### config.mk
export PLATFORM = sky130hd
export DESIGN_NAME = uart_cmd_master
export DESIGN_NICKNAME = d
export VERILOG_FILES = /design/src/rtl/uart_cmd_master.sv
export SDC_FILE = /design/constraint.sdc
export NUM_CORES = 1
export LEC_CHECK = 0
export CORE_ASPECT_RATIO = 0.75
export CORE_MARGIN = 2
export CORE_UTILIZATION = 45
export CTS_CLUSTER_SIZE = 8
export DETAILED_ROUTE_END_ITERATION = 8
export GPL_TIMING_DRIVEN = 0
export PLACE_DENSITY = 0.71
export SLEW_MARGIN = 15
export SYNTH_ARGS = -nofsm -noshare
export SYNTH_HDL_FRONTEND = slang
export SYNTH_SLANG_ARGS = --single-unit
### constraint.sdc
create_clock -name clk -period 1.8 [get_ports clk]
set_input_delay 0.54 -clock clk [delete_from_list [all_inputs] [get_ports clk]]
set_output_delay 0.54 -clock clk [all_outputs]
set_load 0.03 [all_outputs]
### src/rtl/uart_cmd_master.sv
// uart_cmd_master: sends a 4-byte command frame over a UART byte TX
// and waits, with a timeout, for the one-byte reply from the UART RX.
module uart_cmd_master #(
  parameter logic [7:0]  HEADER  = 8'h55,
  parameter logic [23:0] TIMEOUT = 24'd1_000_000
) (
  input  logic       clk,
  input  logic       res,
  input  logic       start,
  input  logic [7:0] op,
  input  logic [7:0] a,
  input  logic [7:0] b,
  output logic       busy,
  output logic       done,
  output logic [7:0] result,
  output logic       err,
  output logic [7:0] tx_data,
  output logic       tx_en,
  input  logic       tx_rdy,
  input  logic [7:0] rx_data,
  input  logic       rx_en
);

  typedef enum logic [2:0] {
    IDLE,
    SEND,
    TX_BUSY,
    TX_IDLE,
    WAIT_RSP,
    DONE
  } state_t;

  state_t      state;
  state_t      state_d;
  logic [7:0]  op_q;
  logic [7:0]  a_q;
  logic [7:0]  b_q;
  logic [1:0]  idx;
  logic [23:0] cnt;
  logic [7:0]  rsp_q;
  logic        tmo_q;
  logic        expire;
  logic [7:0]  frame_byte;

  logic       busy_d;
  logic       done_d;
  logic [7:0] result_d;
  logic       err_d;
  logic [7:0] tx_data_d;
  logic       tx_en_d;

  assign expire = (cnt == TIMEOUT - 24'd1);

  always_comb begin
    frame_byte = HEADER;
    unique case (idx)
      2'd0: frame_byte = HEADER;
      2'd1: frame_byte = op_q;
      2'd2: frame_byte = a_q;
      2'd3: frame_byte = b_q;
    endcase
  end

  always_ff @(posedge clk or negedge res) begin
    if (!res) begin
      state   <= IDLE;
      busy    <= 1'b0;
      done    <= 1'b0;
      result  <= 8'h00;
      err     <= 1'b0;
      tx_data <= 8'h00;
      tx_en   <= 1'b0;
    end else begin
      state   <= state_d;
      busy    <= busy_d;
      done    <= done_d;
      result  <= result_d;
      err     <= err_d;
      tx_data <= tx_data_d;
      tx_en   <= tx_en_d;
    end
  end

  always_comb begin
    state_d = state;
    unique case (state)
      IDLE:     if (start) state_d = SEND;
      SEND:     if (tx_rdy) state_d = TX_BUSY;
      TX_BUSY:  if (!tx_rdy) state_d = TX_IDLE;
      TX_IDLE: begin
        if (tx_rdy)
          state_d = (idx == 2'd3) ? WAIT_RSP : SEND;
      end
      WAIT_RSP: if (rx_en || expire) state_d = DONE;
      DONE:     state_d = IDLE;
      default:  state_d = IDLE;
    endcase
  end

  // result/err move on the same edge that raises done
  always_comb begin
    busy_d    = busy;
    done_d    = 1'b0;
    result_d  = result;
    err_d     = err;
    tx_data_d = tx_data;
    tx_en_d   = 1'b0;
    unique case (state)
      IDLE: busy_d = start;
      SEND: begin
        if (tx_rdy) begin
          tx_en_d   = 1'b1;
          tx_data_d = frame_byte;
        end
      end
      DONE: begin
        done_d = 1'b1;
        err_d  = tmo_q;
        if (!tmo_q) result_d = rsp_q;
      end
      default: ;
    endcase
  end

  always_ff @(posedge clk or negedge res) begin
    if (!res) begin
      op_q  <= 8'h00;
      a_q   <= 8'h00;
      b_q   <= 8'h00;
      idx   <= 2'd0;
      cnt   <= 24'd0;
      rsp_q <= 8'h00;
      tmo_q <= 1'b0;
    end else begin
      unique case (state)
        IDLE: begin
          if (start) begin
            op_q <= op;
            a_q  <= a;
            b_q  <= b;
            idx  <= 2'd0;
          end
        end
        TX_IDLE: begin
          if (tx_rdy) begin
            if (idx == 2'd3) cnt <= 24'd0;
            else idx <= idx + 2'd1;
          end
        end
        WAIT_RSP: begin
          cnt <= cnt + 24'd1;
          if (rx_en) begin
            rsp_q <= rx_data;
            tmo_q <= 1'b0;
          end else if (expire) begin
            tmo_q <= 1'b1;
          end
        end
        default: ;
      endcase
    end
  end

endmodule
==> results summary, run 1 <==
The portion of total power attributed to the clock network came out at 26.3%. The post-synthesis register bit count is 82. The clock latency of the later-clocked register in the worst-skew pair is 0.34 ns. The number of CTS-inserted buffers is 9.

The logic depth of the worst register-to-register path came out at 5. The post-route worst hold slack came out at 0.227 ns. The die outline height is 84.3 um. Synthesis produced a netlist with a net count of 378.

The final weighted congestion in routability-driven placement is 0.822. The delay contributed by the slowest stage of the critical path is 0.54 ns. The register clock-pin slew on the reported worst setup and hold paths is 0.07 ns. During placement, the flow inserted port buffers numbering 56. The final net count is 453. TritonCTS built the clock tree. The sequential power share is 39.6%. Net switching is 35.7% of the power. No sink is reached through more buffers than the 2 on the longest clock path. The library cell contributing the largest single delay on the critical path is sky130_fd_sc_hd__or4_1. The post-layout total power is 7260 uW.

After detailed routing, the number of vias per cell comes to 5.70. Based on the critical path, the design can be clocked at up to 551 MHz. The tool flagged a number of max-cap violations equal to 0. The initial antenna violation count is 0. Walking the worst path, the cells encountered are buf_4, and4b_2, a21oi_2, or4_1, a21oi_1. The peak fanout along the critical path is 10. The total of fill cells in the finished design came out at 657. The post-route clock period utilization is 101%.

The ratio of cells with drive above 1 in the final layout is 26.9%. The flow ran to the end, but the final reports show violations. For this run, the leading register cell type out of synthesis is sky130_fd_sc_hd__dfrtp_1.

Synthesis handed over a netlist of 336 instances. The maximum number of pins on one net before global-route repair came out at 50. Counting I/O delays and the setup requirement, the final critical path takes 1.81 ns. The violation count after the first detailed-route iteration is 184.

The worst slack at placement came out at -0.726 ns. The switching power of the nets is 2590 uW. The min-delay analysis places its worst path in the category in -> async. The die outline area came out at 9370 um^2. The cell count after placement came out at 501.

The count of final hold-check violations is 0. The total track usage is 19.4%. Setup repair after global routing could not meet its margin everywhere. The leakage dissipation came out at 0.00224 uW. The level count of the clock H-tree is 3.

The floorplan step set the die width to 111 um. For the pin with the worst max-slew slack, the measured transition is 0.641 ns. The core area is 8420 um^2. The number of top-level pins came out at 57. The via count of the first global-routing pass came out at 2869.

The number of nets with antenna violations after routing came out at 0. The power per unit of standard cell area is 1430 nW/um^2. The kind of end point of the critical path is a flip-flop. Relative to the synthesized area, the layout overhead comes to 31.5%. The first TritonRoute pass finished after 5 iterations. The first global-routing pass estimated 14.5 mm of wire. The required time at the worst-slack endpoint is 2.06 ns. The family with the most delay on the worst path is simple AND/OR/NAND/NOR gates.

The largest clock skew in the final design came out at 0.00760 ns. The final routed DRC violation total came out at 0. The fraction of the yosys area taken by sequential cells is 53.0%. The residual overflow from global routing is 0. Once placement finished, the instance area stood at 4580 um^2. Summing all non-filler instances in the final layout gives an area of 5090 um^2. The starting utilization of the core area is 46.0%.

The netlist uses 50 different library cells. The synthesized area per cell came out at 11.5 um^2. The worst slew margin relative to its limit is 57.2%. The final wirelength came out at 9.11 mm. Dividing the detail-routed wire length by the instance count gives 17.4 um.

After the flow finishes, the layout carries non-filler instances totaling 524. Setup violations remaining at the end of the flow were counted as 1. The critical path data arrival time came out at 2.07 ns. The number of pins with negative max-slew slack in the final report is 0. STA classifies the critical path startpoint as a flip-flop. The number of sinks handled by clock tree synthesis is 82. The number of synthesized flops with an enable pin is 0.

The row count came out at 29. The largest voltage drop on the vdd net came out at 0.837 mV. The internal portion of the total power is 4670 uW. The root buffer cell is sky130_fd_sc_hd__clkbuf_16. The post-synthesis instance area came out at 3870 um^2.

The antenna diode count is 0. The portion of total power attributed to combinational logic is 34.1%. The Yosys step of the flow raised 0 warnings. The share of flip-flops with an asynchronous set or reset after synthesis came out at 100%. Counting both buffers and inverters, the worst setup path holds a total of 1. The half-perimeter wire length after placement came out at 5.93 mm.

The number of cells on the critical path came out at 5. The critical path class is reg -> reg. Detailed routing inserted a total of 2987 vias. The worst path setup slack after routing came out at -0.0134 ns. The final reports fail on setup timing.
==> cells in the final DEF, fill, tap and decap left out, types with 12 or more instances in the layout <==
| cell | Yosys | layout |
|---|---|---|
| sky130_fd_sc_hd__mux2_2 | 41 | 41 |
| sky130_fd_sc_hd__nor2_1 | 12 | 12 |
| sky130_fd_sc_hd__dfrtp_1 | 82 | 77 |
| sky130_fd_sc_hd__dlygate4sd2_1 | 0 | 20 |
| sky130_fd_sc_hd__inv_1 | 13 | 13 |
| sky130_fd_sc_hd__clkdlybuf4s50_1 | 0 | 33 |
| sky130_fd_sc_hd__buf_4 | 6 | 12 |
| sky130_fd_sc_hd__nand2_1 | 26 | 25 |
| sky130_fd_sc_hd__a21oi_1 | 14 | 12 |
| sky130_fd_sc_hd__o21ai_0 | 15 | 13 |
==> layout make-up <==
cell class                      instances  area (um^2)  share of cell area [%]
Inverter                               13         48.8                   0.959
Multi-Input combinational cell        223         1770                    34.7
Buffer                                 17          134                    2.63
Sequential cell                        82         2060                    40.4
Clock inverter                          6         72.6                    1.43
Clock buffer                           10          239                    4.70
Tap cell                              108          135                    2.65
Timing Repair Buffer                   65          636                    12.5
==> flip-flops by register name, indices dropped and copies added (netlist names) <==
register  cells
state         3
op_q          8
err           1
cnt          24
result        8
rsp_q         8
tx_data       8
tmo_q         1
a_q           8
idx           2
b_q           8
done          1
tx_en         1
busy          1
==> power by group through the flow <==
stage	logic (uW)	clock network, uW	registers, uW
finish	2480	1910	2870
global route	2710	2030	2950
global placement	2220	0	2830
detailed placement	2300	0	2850
floorplan	1500	0	2910
CTS	2330	1920	2830
==> routing by layer <==
layer	part of all wire [%]	global-route usage, %	vias to the layer above	wire length [um]
met5	0	0	-	0
met4	1.7	6.62	0	154
met3	5.6	4.69	16	513
met2	46	29.6	101	4160
met1	47	27.4	1463	4280
li1	-	-	1407	-
==> logic make-up after synthesis <==
| kind of cell | count (synthesis) | share of synthesized area [%] |
|---|---|---|
| AND/OR/NAND/NOR | 99 | 15.7 |
| flip-flops | 82 | 53.0 |
| AO/OA/AOI/OAI | 68 | 11.6 |
| multiplexers | 47 | 13.5 |
| buffers and inverters | 32 | 3.91 |
| adder cells (fa/ha/maj) | 5 | 1.62 |
| XOR/XNOR | 3 | 0.679 |
==> through the flow <==
| step | utilization [%] | TNS (ns) |
|---|---|---|
| 3_5_place_dp | 54.4 | -33.18 |
| 3_3_place_gp | 54.2 | -252.21 |
| 6_report | 60.5 | -0.0134 |
| 4_1_cts | 58.9 | 0 |
| 2_1_floorplan | - | 0 |
| 5_1_grt | 60.5 | -0.367 |
==> cell usage after synthesis, types with 3 or more instances <==
library cell                n  area, um^2
sky130_fd_sc_hd__a31oi_1    8        50.1
sky130_fd_sc_hd__and4_1     4        35.0
sky130_fd_sc_hd__mux2_2    41         462
sky130_fd_sc_hd__nand3_1    7        35.0
sky130_fd_sc_hd__a222oi_1   4        40.0
sky130_fd_sc_hd__dfrtp_1   82        2050
sky130_fd_sc_hd__buf_4      6        45.0
sky130_fd_sc_hd__ha_1       5        62.6
sky130_fd_sc_hd__nand2b_1   7        43.8
sky130_fd_sc_hd__or4_1      7        52.6
sky130_fd_sc_hd__a21oi_1   14        70.1
sky130_fd_sc_hd__nor2_1    12        45.0
sky130_fd_sc_hd__xor2_1     3        26.3
sky130_fd_sc_hd__inv_1     13        48.8
sky130_fd_sc_hd__buf_2      7        35.0
sky130_fd_sc_hd__and2_1     3        18.8
sky130_fd_sc_hd__o22ai_1    7        43.8
sky130_fd_sc_hd__clkbuf_1   4        15.0
sky130_fd_sc_hd__mux2i_1    6        60.1
sky130_fd_sc_hd__a22oi_1    4        30.0
sky130_fd_sc_hd__o21ai_0   15        75.1
sky130_fd_sc_hd__and3_1     3        18.8
sky130_fd_sc_hd__nand4_1    8        50.1
sky130_fd_sc_hd__nor4_1     4        25.0
sky130_fd_sc_hd__o31ai_1    7        52.6
sky130_fd_sc_hd__nand2_1   26        97.6
==> what timing repair did <==
item	4_1_cts	5_1_grt
gates resized for setup	30	40
endpoints found under the setup margin	86	68
pin swaps	3	6
cloned	1	1
hold buffers	0	0
buffers inserted	4	3
==> worst paths after layout <==
kind / from / endpoint / slack (ns)
worst max register to register: state[2]$_DFFE_PN0P_ / cnt[20]$_DFFE_PN0P_ / -0.01
worst max-delay path: state[2]$_DFFE_PN0P_ / cnt[20]$_DFFE_PN0P_ / -0.01
worst min-delay path: res / b_q[7]$_DFFE_PN0P_ / 0.23
min in group clk: result[6]$_DFFE_PN0P_ / result[6]$_DFFE_PN0P_ / 0.50
worst min register to register: result[6]$_DFFE_PN0P_ / result[6]$_DFFE_PN0P_ / 0.50
max in group asynchronous: res / cnt[7]$_DFFE_PN0P_ / 0.96
Power figures use the tool's default switching activity.
==> inputs of run 2 (changes only) <==
--- a/config.mk
+++ b/config.mk
@@ -10,6 +10,7 @@
 export CORE_UTILIZATION = 45
 export CTS_CLUSTER_SIZE = 8
 export DETAILED_ROUTE_END_ITERATION = 8
+export GPL_ROUTABILITY_DRIVEN = 0
 export GPL_TIMING_DRIVEN = 0
 export PLACE_DENSITY = 0.71
 export SLEW_MARGIN = 15
==> results of run 2 <==
The final DEF is identical to that of run 1; final timing and power are the same.
